**src/rtl/tm_input_conditioner_if.sv**
```systemverilog
// Switch/button pins in, conditioned symbol stream out, for the Turing machine input front-end.
// master drives the raw pins and observes the results; slave is the conditioner itself.
interface tm_input_conditioner_if #(
  parameter int DATA_W   = 4,
  parameter int TAPE_LEN = 64
);
  localparam int CNT_W = $clog2(TAPE_LEN + 1);

  logic [DATA_W-1:0] data_raw;
  logic              next_raw;
  logic              done_raw;
  logic [DATA_W-1:0] data_out;
  logic              next_pulse;
  logic              done_pulse;
  logic [CNT_W-1:0]  sym_count;
  logic              tape_full;
  logic              loading;

  modport master (
    output data_raw, next_raw, done_raw,
    input  data_out, next_pulse, done_pulse, sym_count, tape_full, loading
  );

  modport slave (
    input  data_raw, next_raw, done_raw,
    output data_out, next_pulse, done_pulse, sym_count, tape_full, loading
  );
endinterface

```
**src/rtl/tm_input_conditioner.sv**
```systemverilog
// Synchronises and debounces the tape-loading switches/buttons and emits one-cycle Next/Done
// strobes with the symbol latched alongside, locking out input once loading ends or the tape fills.
module tm_input_conditioner #(
  parameter int DATA_W          = 4,
  parameter int TAPE_LEN        = 64,
  parameter int DEBOUNCE_CYCLES = 16
) (
  input  logic                 clock,
  input  logic                 reset,
  tm_input_conditioner_if.slave bus
);
  localparam int CNT_W  = $clog2(TAPE_LEN + 1);
  localparam int DB_W   = $clog2(DEBOUNCE_CYCLES);
  localparam int NEXT_B = 0;
  localparam int DONE_B = 1;

  typedef enum logic {ST_LOAD, ST_DONE} state_t;

  logic [DATA_W-1:0] data_meta_q, data_sync_q;
  logic [1:0]        btn_meta_q, btn_sync_q;
  logic [1:0]        btn_deb_q, btn_deb_d, btn_rise;
  logic [DB_W-1:0]   db_cnt_q [2];
  logic [DB_W-1:0]   db_cnt_d [2];

  state_t            state_q, state_d;
  logic [DATA_W-1:0] data_out_q, data_out_d;
  logic              next_pulse_q, next_pulse_d;
  logic              done_pulse_q, done_pulse_d;
  logic [CNT_W-1:0]  sym_count_q, sym_count_d;

  // Per-button debounce: a level change is accepted only after DEBOUNCE_CYCLES differing cycles.
  always_comb begin
    // NOTE: every signal gets a default before any branch, so no path can infer a latch.
    btn_deb_d = btn_deb_q;
    for (int i = 0; i < 2; i++) begin
      db_cnt_d[i] = '0;
      if (btn_sync_q[i] != btn_deb_q[i]) begin
        if (db_cnt_q[i] == DB_W'(DEBOUNCE_CYCLES - 1)) btn_deb_d[i] = ~btn_deb_q[i];
        else                                           db_cnt_d[i] = db_cnt_q[i] + DB_W'(1);
      end
    end
    // Rise is taken from the next debounced level so the strobe registers on the same edge.
    btn_rise = btn_deb_d & ~btn_deb_q;
  end

  always_comb begin
    state_d      = state_q;
    data_out_d   = data_out_q;
    sym_count_d  = sym_count_q;
    next_pulse_d = 1'b0;
    done_pulse_d = 1'b0;
    case (state_q)
      ST_LOAD: begin
        // Done outranks a coincident Next; a Next on a full tape is silently dropped.
        if (btn_rise[DONE_B]) begin
          done_pulse_d = 1'b1;
          state_d      = ST_DONE;
        end else if (btn_rise[NEXT_B] && (sym_count_q != CNT_W'(TAPE_LEN))) begin
          next_pulse_d = 1'b1;
          data_out_d   = data_sync_q;
          sym_count_d  = sym_count_q + CNT_W'(1);
        end
      end
      ST_DONE: ;
      default: state_d = ST_LOAD;
    endcase
  end

  // NOTE: non-blocking assignments so every flop samples the pre-edge values of the others.
  always_ff @(posedge clock or posedge reset) begin
    if (reset) begin
      data_meta_q  <= '0;
      data_sync_q  <= '0;
      btn_meta_q   <= '0;
      btn_sync_q   <= '0;
      btn_deb_q    <= '0;
      db_cnt_q[0]  <= '0;
      db_cnt_q[1]  <= '0;
      state_q      <= ST_LOAD;
      data_out_q   <= '0;
      next_pulse_q <= 1'b0;
      done_pulse_q <= 1'b0;
      sym_count_q  <= '0;
    end else begin
      data_meta_q  <= bus.data_raw;
      data_sync_q  <= data_meta_q;
      btn_meta_q   <= {bus.done_raw, bus.next_raw};
      btn_sync_q   <= btn_meta_q;
      btn_deb_q    <= btn_deb_d;
      db_cnt_q[0]  <= db_cnt_d[0];
      db_cnt_q[1]  <= db_cnt_d[1];
      state_q      <= state_d;
      data_out_q   <= data_out_d;
      next_pulse_q <= next_pulse_d;
      done_pulse_q <= done_pulse_d;
      sym_count_q  <= sym_count_d;
    end
  end

  assign bus.data_out   = data_out_q;
  assign bus.next_pulse = next_pulse_q;
  assign bus.done_pulse = done_pulse_q;
  assign bus.sym_count  = sym_count_q;
  assign bus.tape_full  = (sym_count_q == CNT_W'(TAPE_LEN));
  assign bus.loading    = (state_q == ST_LOAD);
endmodule

```
**src/flat_wrapper.sv**
```systemverilog
// flat-port wrapper written by rule: the top's interface ports become plain ports
module tm_input_conditioner_flat 
#(
  parameter int DATA_W          = 4,
  parameter int TAPE_LEN        = 64,
  parameter int DEBOUNCE_CYCLES = 16
)
  (clock, reset, bus_data_raw, bus_next_raw, bus_done_raw, bus_data_out, bus_next_pulse, bus_done_pulse, bus_sym_count, bus_tape_full, bus_loading);
  tm_input_conditioner_if #(.DATA_W(DATA_W), .TAPE_LEN(TAPE_LEN)) bus_i ();
  input  logic clock;
  input  logic reset;
  input wire logic [$bits(bus_i.data_raw)-1:0] bus_data_raw;
  input wire logic [$bits(bus_i.next_raw)-1:0] bus_next_raw;
  input wire logic [$bits(bus_i.done_raw)-1:0] bus_done_raw;
  output wire logic [$bits(bus_i.data_out)-1:0] bus_data_out;
  output wire logic [$bits(bus_i.next_pulse)-1:0] bus_next_pulse;
  output wire logic [$bits(bus_i.done_pulse)-1:0] bus_done_pulse;
  output wire logic [$bits(bus_i.sym_count)-1:0] bus_sym_count;
  output wire logic [$bits(bus_i.tape_full)-1:0] bus_tape_full;
  output wire logic [$bits(bus_i.loading)-1:0] bus_loading;
  assign bus_i.data_raw = bus_data_raw;
  assign bus_i.next_raw = bus_next_raw;
  assign bus_i.done_raw = bus_done_raw;
  assign bus_data_out = bus_i.data_out;
  assign bus_next_pulse = bus_i.next_pulse;
  assign bus_done_pulse = bus_i.done_pulse;
  assign bus_sym_count = bus_i.sym_count;
  assign bus_tape_full = bus_i.tape_full;
  assign bus_loading = bus_i.loading;
  tm_input_conditioner #(.DATA_W(DATA_W), .TAPE_LEN(TAPE_LEN), .DEBOUNCE_CYCLES(DEBOUNCE_CYCLES)) u_core (.clock(clock), .reset(reset), .bus(bus_i));
endmodule
```
**config.mk**
```make
export PLATFORM = sky130hd
export DESIGN_NAME = tm_input_conditioner_flat
export DESIGN_NICKNAME = d
export VERILOG_FILES = /design/src/rtl/tm_input_conditioner_if.sv /design/src/rtl/tm_input_conditioner.sv /design/src/flat_wrapper.sv
export SDC_FILE = /design/constraint.sdc
export NUM_CORES = 1
export LEC_CHECK = 0
export ABC_AREA = 0
export CAP_MARGIN = 20
export CORE_AREA = 10 10 87 89
export CTS_CLUSTER_SIZE = 28
export DETAILED_ROUTE_END_ITERATION = 10
export DIE_AREA = 0 0 97 99
export PLACE_DENSITY_LB_ADDON = 0.3
export REMOVE_ABC_BUFFERS = 1
export SLEW_MARGIN = 25
export SYNTH_ARGS = -nofsm -noshare
export SYNTH_HDL_FRONTEND = slang
export SYNTH_SLANG_ARGS = --single-unit
```
**constraint.sdc**
```tcl
create_clock -name clock -period 1.7 [get_ports clock]
set_clock_uncertainty 0.05 [all_clocks]
set_input_delay 0.34 -clock clock [delete_from_list [all_inputs] [get_ports clock]]
set_output_delay 0.34 -clock clock [all_outputs]
set_load 0.02 [all_outputs]
```
==> metrics.yaml, run 1 <==
status: "complete, but fails checks"
violations: "negative setup slack"
postRouteWirelength_um: 2720
yosysTopAreaCellShare_pct: 63.7
maxSlewHeadroom_pct: 76.6
r2r_start: "u_core.bus.sym_count[0]"
power.share.switching_pct: 21.1
yosysWarnings: 0
io_buffers: 22
syn_area_um2: 1420
fin_setup_tns_ns: -0.459
critPathLaunchType: "register"
switchingPower_mw: 0.334
hold_viol_final: 0
post_synth_num_cell_types: 22
gp_congestion: 0.800
htree_levels: 2
drt_first_pass_iters: 4
grt_pass1_vias: 975
cts_made_buffers: 5
grt-ovfl-total: 0
ios: 23
crit_arrival_ns: 1.91
crit_required_ns: 1.82
setup_slack_ns: -0.0903
end_kind: "register"
chipWidth_um: 97
hp-start: "u_core.data_meta_q[3]"
fillCellCount: 595
drive_above_1_share_pct: 22.8
yosysSeqAreaShare_pct: 63.7
hpwlAfterDp_um: 1930
syn_inst: 102
max_cap_viol_count: 0
die_h_um: 99
grt_first_pass_wirelength_um: 4590
clkSinkCount: 36
rsz0062_at_grt: "true"
die-area_um2: 9600
p_leak_nw: 0.926
finalPower_mw: 1.58
wire_per_inst_um: 12.4
cts_buffer_depth: 2
seqPwrFrac_pct: 56.8
intPower_mw: 1.25
avgSynthCellArea_um2: 13.9
fin_crit_ns: 1.79
synth_area_leaders: "dfrtp_1 64%, xnor2_1 5.6%, mux2_4 5.3%"
min_path_type: "reg2reg"
num_rows: 28
power_density_nw_per_um2: 821
placedCellCount: 211
yosysTopAreaCell: "dfrtp_1"
syn_to_final_growth_pct: 36.2
fin_crit_sh_pct: 105
coreArea_um2: 5850
ant_nets: 0
cts_hold_buf: 0
antenna_found_initial: 0
crit_type: "reg2reg"
drc: 0
clkPwrFrac_pct: 38.9
cts_tree: "done"
cp_max_fo: 7
ys_ff_latch: 36
n_antenna_cell: 0
track_usage_pct: 6.01
grt_max_degree: 37
cp-startpoint: "u_core.bus.sym_count[0]"
tightest_slew_ns: 0.349
start_util_pct: 24.2
cts_root_buf: "clkbuf_8"
utilization_pct: 32.9
slew_viol_final: 0
drt-initial-drc-count: 12
fmax_mhz: 559
vias_per_cell: 4.10
nets: 156
clk_pin_slew_ns: 0.07
ir_drop_v: 0.000391
final_cells: 220
power_frac_comb_pct: 4.3
num_vias: 903
clk_latency_ns: 0.29
setup_viol: 8
[cells in the final DEF (no fill, tap or decap), drive strengths merged, types with 5 or more instances in the layout]
master and instances:
dlygate4sd2 8, a21oi 5, clkdlybuf4s50 13, buf 14, and3 5, nand3 6
xnor2 9, inv 8, clkbuf 8, nor2 5, mux2 7, dfrtp 36
[cell families (layout without fill, tap and decap cells)]
family / count (synthesis) / after routing / synth area share, %
AO/OA/AOI/OAI: 8 / 8 / 4.77
XOR/XNOR: 10 / 10 / 6.19
adder cells (fa/ha/maj): 4 / 4 / 3.54
buffers and inverters: 8 / 51 / 2.12
flip-flops: 36 / 36 / 63.7
multiplexers: 7 / 7 / 6.90
AND/OR/NAND/NOR: 29 / 29 / 12.8
[Yosys cell counts]
cell type  number
a21oi_4         1
nand4b_1        2
nand2_1         1
mux2_2          2
inv_1           8
and3_2          1
nand4bb_1       1
nand3b_1        1
nand2_8         1
xnor2_1         9
nand3_1         6
xor2_1          1
nor2_1          5
nor2b_1         4
a21oi_1         4
o311a_4         1
o21ai_0         2
mux2_4          5
ha_1            4
dfrtp_1        36
nor3_1          3
and3_1          4
[worst paths after layout]
check / end / slack [ns] / depth (start not counted)
worst max-delay path: u_core.bus.data_out[0] / -0.09 / 7
worst min-delay path: u_core.data_sync_q[3] / 0.30 / 0
worst max register to register: u_core.bus.data_out[0] / -0.09 / 7
worst min register to register: u_core.data_sync_q[3] / 0.30 / 0
max in group asynchronous: u_core.btn_deb_q[0] / 1.08 / 3
min in group asynchronous: u_core.bus.sym_count[6] / 0.34 / 3
[repair_timing]
action | CTS | global route
setup buffers | 1 | 0
resized for setup | 14 | 2
cloned | 0 | 0
pin swaps | 2 | 1
setup endpoints to repair | 19 | 12
[registers in the layout (all words and copies together), names as in the netlist]
signal,count
u_core.btn_deb_q,2
u_core.btn_meta_q,2
u_core.btn_sync_q,2
u_core.bus.data_out,4
u_core.bus.done_pulse,1
u_core.bus.next_pulse,1
u_core.bus.sym_count,7
u_core.data_meta_q,4
u_core.data_sync_q,4
u_core.db_cnt_q,8
u_core.state_q,1
[power by group through the flow]
stage / logic [mW] / clock network [mW] / registers [mW]
after floorplan: 0.0386 / 0 / 0.911
after global placement: 0.0662 / 0 / 0.913
after detailed placement: 0.0706 / 0 / 0.916
after CTS: 0.0708 / 0.638 / 0.900
after global routing: 0.0785 / 0.672 / 0.902
final: 0.0680 / 0.615 / 0.900
[through the flow]
step                      hold WS, ns  setup WS, ns  area (um2)
final                           0.302       -0.0903        1930
after detailed placement        0.287        -0.173        1830
after global placement          0.286        -0.128        1830
after CTS                       0.301        -0.104        1920
after global routing            0.308        -0.199        1930
after floorplan                 0.281       -0.0733        1420
[layer usage]
layer	share of wire [%]	global-route usage, %	vias to the layer above
met2	46	9.88	26
met1	44	6.00	443
met4	2.3	3.41	0
met3	7.4	3.21	7
met5	0	0	-
li1	-	-	427
[final cells by class]
type	count	area (um2)	share of cell area, %
multi-input combinational	58	494	25.6
clock buffer	8	90.1	4.68
inverter	8	30.0	1.56
sequential	36	901	46.8
timing repair buffer	35	318	16.5
tap	75	93.8	4.87
[worst max-delay path, stage by stage (launching register included)]
cell,delay [ns]
dfrtp_1,0.38
inv_1,0.06
ha_1,0.15
nand4bb_1,0.12
buf_4,0.16
o311a_4,0.34
nand2_8,0.11
mux2_4,0.30
Power figures use the tool's default switching activity.
==> run 2, diff against run 1 <==
CORE_AREA = 10 10 67 69   (was 10 10 87 89)
DIE_AREA = 0 0 77 79   (was 0 0 97 99)
==> run 2 against run 1 <==
Net effect: flip-flop and latch count unchanged; clock-buffer cell count decreased by 2; the run still ends with negative setup slack left; critical path type unchanged; fmax fell by 1.6%; die area shrank 37%; sequential share of layout area up 1.1 points; routed wire length fell by 2.7%; clock power fell by 21%.
==> metrics.yaml, run 2 (synthesis results as in run 1) <==
status: "complete, but fails checks"
violations: "negative setup slack"
use_met2_pct: 14.4
fin_crit_ns: 1.82
nets: 157
hold_depth: 0
cts_buffer_depth: 2
chipWidth_um: 77
vias_per_cell: 4.57
maxSlewHeadroom_pct: 71.5
crit_arrival_ns: 1.99
r2r_start: "u_core.bus.sym_count[1]"
start_util_pct: 43.8
gr-usage-met3_pct: 5.18
slew_viol_final: 0
p_leak_nw: 0.981
cp_top_family: "flip-flops"
hp-start: "u_core.btn_meta_q[1]"
power_density_nw_per_um2: 769
rsz0062_at_grt: "true"
cp_max_fo: 7
die_h_um: 79
die-area_um2: 6080
antenna_found_initial: 0
finalPower_mw: 1.45
clk_pin_slew_ns: 0.11
fin_crit_sh_pct: 107
coreArea_um2: 3230
cts_tree: "done"
clk_latency_ns: 0.34
tightest_slew_ns: 0.427
max_cap_viol_count: 0
setup_slack_ns: -0.119
ir_drop_v: 0.000560
hold_end: "u_core.btn_sync_q[1]"
grt_first_pass_wirelength_um: 4320
cp.buffers_inverters: 2
crit_path_cell_trace: "inv_1 -> ha_1 -> nand4bb_1 -> buf_4 -> o311a_4 -> nand2_8 -> mux2_4"
fmax_mhz: 550
hold_viol_final: 0
crit_cells: 7
regMostFlops: "u_core.db_cnt_q"
ios: 23
cts_root_buf: "clkbuf_4"
grt_max_degree: 37
crit_type: "reg2reg"
postRouteWirelength_um: 2650
gp_congestion: 0.832
syn_to_final_growth_pct: 33.0
final_common_cell: "dfrtp_1"
clkSinkCount: 36
drive_above_1_share_pct: 28.1
grt-ovfl-total: 0
min_path_type: "reg2reg"
num_vias: 877
wire_per_inst_um: 13.8
worst_path_max_delay_cell: "dfrtp_1"
gr-max-usage-layer: "met2"
met1_usage_pct: 9.60
crit_required_ns: 1.87
r2r_end: "u_core.bus.data_out[1]"
htree_levels: 2
rrSetupSlack_ns: -0.12
num_rows: 21
grt_pass1_vias: 936
drt_first_pass_iters: 5
end_kind: "register"
io_buffers: 22
cts_made_buffers: 5
whs_ns: 0.303
hpwlAfterDp_um: 1830
drc: 0
critPathLaunchType: "register"
setup_viol: 7
n_antenna_cell: 0
track_usage_pct: 8.93
largest_register_ffs: 8
drt-initial-drc-count: 77
ant_nets: 0
mostFrequentLayoutCells: "36 x dfrtp_1, 12 x buf_4, 11 x dlygate4sd2_1, 8 x inv_1, 8 x xnor2_1"
slowest_delay_ns: 0.41
rr_worst_depth: 7
## run 2: cell types whose count changed in the layout (fill, tap and decap cells not counted), moves of 3 or more
| cell | before | now |
|---|---|---|
| clkbuf_8 | 6 | 1 |
| clkdlybuf4s50_1 | 13 | 7 |
| clkbuf_4 | 0 | 5 |
| dlygate4sd2_1 | 8 | 11 |
## run 2: cell type report
type	instances	area, um2
Fill cell	284	1350
Sequential cell	36	901
Multi-Input combinational cell	58	518
Timing Repair Buffer	36	314
Tap cell	46	57.6
Clock buffer	6	51.3
Inverter	8	30.0
Clock inverter	2	10.0
## run 2: layer usage
| layer | share of wire [%] | up-vias |
|---|---|---|
| met1 | 42 | 425 |
| met3 | 6.9 | 2 |
| met4 | 0.45 | 0 |
| met2 | 50 | 22 |
| met5 | 0 | - |
| li1 | - | 428 |
## run 2: per-stage QoR
step	util, %	instance area, um2	setup WS, ns	setup TNS [ns]	std cells
floorplan	-	1420	-0.0733	-0.369	102
global placement	54.9	1780	-0.137	-0.483	181
detailed placement	54.9	1780	-0.166	-0.659	181
CTS	56.7	1830	-0.0896	-0.539	191
global route	58.2	1880	-0.199	-1.43	192
finish	58.2	1880	-0.119	-0.604	192
## run 2: worst max-delay path by stage
stage | from | to | slack (ns)
global placement | u_core.bus.sym_count[0] | bus_tape_full | -0.14
global route | u_core.bus.sym_count[1] | bus_tape_full | -0.20
floorplan | u_core.bus.sym_count[0] | u_core.bus.data_out[0] | -0.07
detailed placement | u_core.bus.sym_count[1] | bus_tape_full | -0.17
finish | u_core.bus.sym_count[1] | u_core.bus.data_out[1] | -0.12
CTS | u_core.bus.sym_count[1] | u_core.bus.data_out[1] | -0.09
## run 2: timing repair
| action | 4_1_cts | 5_1_grt |
|---|---|---|
| setup endpoints to repair | 19 | 14 |
| buffers inserted | 2 | 1 |
| pin swaps | 1 | 1 |
| gates resized for setup | 18 | 12 |
| hold buffers | 0 | 0 |
## run 2: where the power goes
part           switching (mW)  internal (mW)
clock network           0.286          0.197
registers              0.0159          0.882
logic                  0.0326         0.0342
total                   0.334           1.11
==> RTL edit 1 (config.mk and constraints of run 1) <==
`TAPE_LEN` is set to 64 in 3 places; all go to 128.
--- a/src/rtl/tm_input_conditioner_if.sv
+++ b/src/rtl/tm_input_conditioner_if.sv
@@ -4,3 +4,3 @@
   parameter int DATA_W   = 4,
-  parameter int TAPE_LEN = 64
+  parameter int TAPE_LEN = 128
 );
--- a/src/rtl/tm_input_conditioner.sv
+++ b/src/rtl/tm_input_conditioner.sv
@@ -4,3 +4,3 @@
   parameter int DATA_W          = 4,
-  parameter int TAPE_LEN        = 64,
+  parameter int TAPE_LEN        = 128,
   parameter int DEBOUNCE_CYCLES = 16
--- a/src/flat_wrapper.sv
+++ b/src/flat_wrapper.sv
@@ -4,3 +4,3 @@
   parameter int DATA_W          = 4,
-  parameter int TAPE_LEN        = 64,
+  parameter int TAPE_LEN        = 128,
   parameter int DEBOUNCE_CYCLES = 16
Ports: changed (resized bus_sym_count); port bits go from 23 to 24. No check against the original RTL was run, so the function may have changed too.
==> RTL edit 1 against run 1 <==
  * The run still ends with setup timing left
  * Total power up 1.7%
  * Sequential cell count up 1
  * Worst setup slack worse by 0.069 ns
  * Synthesized area up 2.7%
  * Die area unchanged
  * Routed wire length up 14%
  * Fmax down 3.7%
  * Core utilization up 3.6 points
  * Final area up 11%
  * Critical endpoint is now u_core.bus.sym_count[2]
  * Highest routed layer unchanged
==> RTL edit 1: results (changes against run 1) <==
| Metric | Value |
|---|---|
| Status | finished with violations (unchanged) |
| Violated checks | setup timing (unchanged) |
| DRT iter0 DRCs | 40 (was 12) |
| DP Area | 1944 µm² (was 1832 µm²) |
| Worst-path fanout max | 3 (was 7) |
| GRT Total Usage | 0.06844 (was 0.06014) |
| # diodes | 0 (unchanged) |
| Initial antenna violation count | 0 (unchanged) |
| DP Cell Count | 222 (was 211) |
| RR Endpoint | u_core.bus.sym_count[2] (was u_core.bus.data_out[0]) |
| Data arrival, critical path | 1.98 ns (was 1.91 ns) |
| Yosys warning count | 0 (unchanged) |
| R2R Path Start | u_core.db_cnt_q[1] (was u_core.bus.sym_count[0]) |
| Largest net degree at the start of global routing | 38 (was 37) |
| Final Setup Violations | 11 (was 8) |
| Final hold slack | 0.3003 ns (was 0.3015 ns) |
| Reg2Reg Depth | 6 (was 7) |
| Synthesized instance count | 103 (was 102) |
| Setup repair bufs after CTS | 4 (was 1) |
| Post-route setup slack | -0.1589 ns (was -0.09027 ns) |
| Vias in the first global route | 1,104 (was 975) |
| Synth Area in Compound Gates | 0.05594 (was 0.04775) |
| Setup TNS | -1.308 ns (was -0.4594 ns) |
| Proportion of synthesized area in mux cells | 0.07487 (was 0.06897) |
| Sequential fraction of the synthesis area | 0.6368 (was 0.6366) |
| Buffers on Ports | 23 (was 22) |
| Routed len/inst | 13.05 µm (was 12.36 µm) |
| Fraction of synthesized cell area in xor and xnor cells | 0.06024 (was 0.06189) |
| Slew @ Worst Pin | 0.3647 ns (was 0.3491 ns) |
| CTS-repair resized insts | 25 (was 14) |
| First-pass GRT wire length | 5388 µm (was 4588 µm) |
| Reg clk slew, reported paths | 0.07 ns (about the same) |
| Non-filler cells, final | 238 (was 220) |
| Leakage | 1.051 nW (was 0.9261 nW) |
| Routability cong. | 0.7274 (was 0.7999) |
| Worst slack, placed | -0.2795 ns (was -0.1733 ns) |
| VDD IR max | 369.0 µV (was 391.4 µV) |
| Share of cells above drive strength 1 | 0.3436 (was 0.2276) |
| Top cells by count, synth | 37 x dfrtp_1, 10 x xnor2_1, 7 x inv_1 (was 36 x dfrtp_1, 9 x xnor2_1, 8 x inv_1) |
| Top cells by area, synth | dfrtp_1 64%, xnor2_1 6.0%, mux2_4 5.2%, ha_1 3.4%, a2111oi_4 1.9% (was dfrtp_1 64%, xnor2_1 5.6%, mux2_4 5.3%, ha_1 3.5%, nand3_1 2.1%) |
| Count of cell types in the netlist | 25 (was 22) |
| Endpoint, Worst Hold | u_core.data_sync_q[3] (unchanged) |
| Adder-Cell Fraction of Synth Area | 0.03442 (was 0.03537) |
| Worst reg2reg setup slack | -0.16 ns (was -0.09 ns) |
| DR vias | 983 (was 903) |
| Final HPWL DP | 2112 µm (was 1932 µm) |
| Nets | 174 (was 156) |
==> RTL edit 1: cell types whose count changed in the layout (fill, tap and decap cells not counted), moves of 3 or more <==
cell / change
nand2_1: +4
buf_4: +14
nand4_1: +3
and3_1: -3
nand3_1: -4
==> RTL edit 1: worst max-delay path by stage <==
stage / endpoint / start / cells after the start
after floorplan: u_core.bus.data_out[0] / u_core.bus.sym_count[0] / 6
after global placement: bus_tape_full / u_core.bus.sym_count[0] / 5
after detailed placement: bus_tape_full / u_core.bus.sym_count[0] / 5
after CTS: u_core.bus.data_out[3] / u_core.db_cnt_q[1] / 6
after global routing: u_core.bus.sym_count[4] / u_core.db_cnt_q[1] / 7
final: u_core.bus.sym_count[2] / u_core.db_cnt_q[1] / 6
==> RTL edit 1: metal layers <==
| layer | global-route usage | vias to the layer above | share of wire |
|---|---|---|---|
| li1 | - | 474 | - |
| met1 | 0.07403 | 476 | 0.42 |
| met2 | 0.1091 | 25 | 0.48 |
| met3 | 0.03422 | 8 | 0.077 |
| met4 | 0.03405 | 0 | 0.019 |
| met5 | 0 | - | 0 |
==> RTL edit 1: cell type report <==
| class | count | area, µm² |
|---|---|---|
| clock buffer | 6 | 72.57 |
| multi-input combinational | 58 | 533.0 |
| clock inverter | 2 | 10.01 |
| sequential | 37 | 925.9 |
| fill | 585 | 3715 |
| timing repair buffer | 53 | 474.2 |
| inverter | 7 | 26.28 |
| tap | 75 | 93.84 |
==> RTL edit 1: report_power, final <==
group          internal [mW]  switching, mW
sequential             0.906         0.0137
clock                  0.284          0.299
combinational         0.0565         0.0492
==> RTL edit 1: worst max-delay path, stage by stage, from the launching register on <==
cell and delay (ns):
dfrtp_1 0.39, ha_2 0.19, and3_4 0.16, a2111oi_4 0.38, buf_4 0.21, nand2_2 0.06, mux2_4 0.29
==> RTL edit 2 (config.mk and constraints of run 1) <==
Without the edit above. `data_meta_q`, `data_sync_q` and `data_out_q` no longer have a reset.
--- a/src/rtl/tm_input_conditioner.sv
+++ b/src/rtl/tm_input_conditioner.sv
@@ -71,4 +71,2 @@
     if (reset) begin
-      data_meta_q  <= '0;
-      data_sync_q  <= '0;
       btn_meta_q   <= '0;
@@ -79,3 +77,2 @@
       state_q      <= ST_LOAD;
-      data_out_q   <= '0;
       next_pulse_q <= 1'b0;
@@ -84,4 +81,2 @@
     end else begin
-      data_meta_q  <= bus.data_raw;
-      data_sync_q  <= data_meta_q;
       btn_meta_q   <= {bus.done_raw, bus.next_raw};
@@ -92,3 +87,2 @@
       state_q      <= state_d;
-      data_out_q   <= data_out_d;
       next_pulse_q <= next_pulse_d;
@@ -97,2 +91,8 @@
     end
+  end
+
+  always_ff @(posedge clock) begin
+    data_meta_q <= bus.data_raw;
+    data_sync_q <= data_meta_q;
+    data_out_q  <= data_out_d;
   end
Check against the original RTL: same outputs for any inputs over 10 cycles, from zero or initial values and one cycle with reset high; that may be too few to reach the edited logic, so the function may still have changed.
==> RTL edit 2 against run 1 <==
  * The flow still finishes with violations (setup timing)
  * Final cell count is 1.4% lower
  * Final area is 0.32% lower
  * Die area stayed put
  * Routed wire length is 2.6% higher
  * Combinational power is 17% higher
  * Synthesized area is 6.9% lower
  * Sequential cell count stayed put
  * First-iteration DRC count grew to 2.6 times the old value
  * Worst hold slack worse by 0.016 ns
  * Worst setup slack worse by 0.014 ns
  * Total power is 1.2% higher
  * Via count is 3.0% lower
==> RTL edit 2: results (changes against run 1) <==
| Metric | Value |
|---|---|
| Share of cells above drive strength 1 | 0.3451 (was 0.2276) |
| Fraction of synthesized cell area in xor and xnor cells | 0.06648 (was 0.06189) |
| Largest net degree at the start of global routing | 25 (was 37) |
| Nets | 153 (was 156) |
| Final Setup Violations | 12 (was 8) |
| Final HPWL DP | 2058 µm (was 1932 µm) |
| Crit-path max cell delay | 0.50 ns (was 0.38 ns) |
| Sequential cell count | 36 (unchanged) |
| Top cells by area, synth | dfrtp_1 46%, dfxtp_1 12%, edfxtp_1 9.1%, xnor2_1 6.6%, ha_1 3.8% (was dfrtp_1 64%, xnor2_1 5.6%, mux2_4 5.3%, ha_1 3.5%, nand3_1 2.1%) |
| RR Endpoint | u_core.bus.sym_count[5] (was u_core.bus.data_out[0]) |
| Post-route setup slack | -0.1044 ns (was -0.09027 ns) |
| Switching pwr | 0.3755 mW (was 0.3344 mW) |
| Met2 Routed Length | 1393 µm (was 1248 µm) |
| Async set-reset flop share out of synthesis | 0.6667 (was 1.000) |
| CP startpoint | u_core.db_cnt_q[4] (was u_core.bus.sym_count[0]) |
| Adder-Cell Fraction of Synth Area | 0.03799 (was 0.03537) |
| Status | finished with violations (unchanged) |
| NonClk Buf Share | 0.1870 (was 0.1649) |
| Register area | 880.8 µm² (was 900.9 µm²) |
| Vias in the first global route | 977 (was 975) |
| Routed len/inst | 12.85 µm (was 12.36 µm) |
| Met2 global-route usage | 0.09362 (was 0.09877) |
| Invs w/o clock | 7 (was 8) |
| Violated checks | setup timing (unchanged) |
| Hold path start | u_core.data_meta_q[3] (unchanged) |
| First-pass GRT wire length | 4505 µm (was 4588 µm) |
| Data arrival, critical path | 1.93 ns (was 1.91 ns) |
| Top cells by count, synth | 24 x dfrtp_1, 10 x xnor2_1, 8 x dfxtp_1 (was 36 x dfrtp_1, 9 x xnor2_1, 8 x inv_1) |
[RTL edit 2: changes by cell type after synthesis, sizes merged, moves of 4 or more]
cell    before  now
dfxtp        0    8
dfrtp       36   24
and3         5    1
mux2         7    3
edfxtp       0    4
[RTL edit 2: critical path, delay by kind of cell, from the launching register on]
family / cells / cell delay [ns]
and+or+nand+nor: 3 / 0.82
xor gates and xnor gates: 1 / 0.16
adders and majority gates: 1 / 0.25
DFF: 1 / 0.40
[RTL edit 2: through the flow]
step                      std cells  setup WS (ns)  cell area (µm²)  power (mW)  TNS, ns
after global placement          203        -0.2903             1729      0.9923  -0.7231
after detailed placement        203        -0.3180             1729      0.9990  -0.8404
final                           217        -0.1044             1921       1.602  -0.5201
after global routing            217        -0.3057             1921       1.676   -1.939
after CTS                       214        -0.1323             1847       1.629  -0.1494
after floorplan                  93        -0.2195             1318      0.9604   -1.391
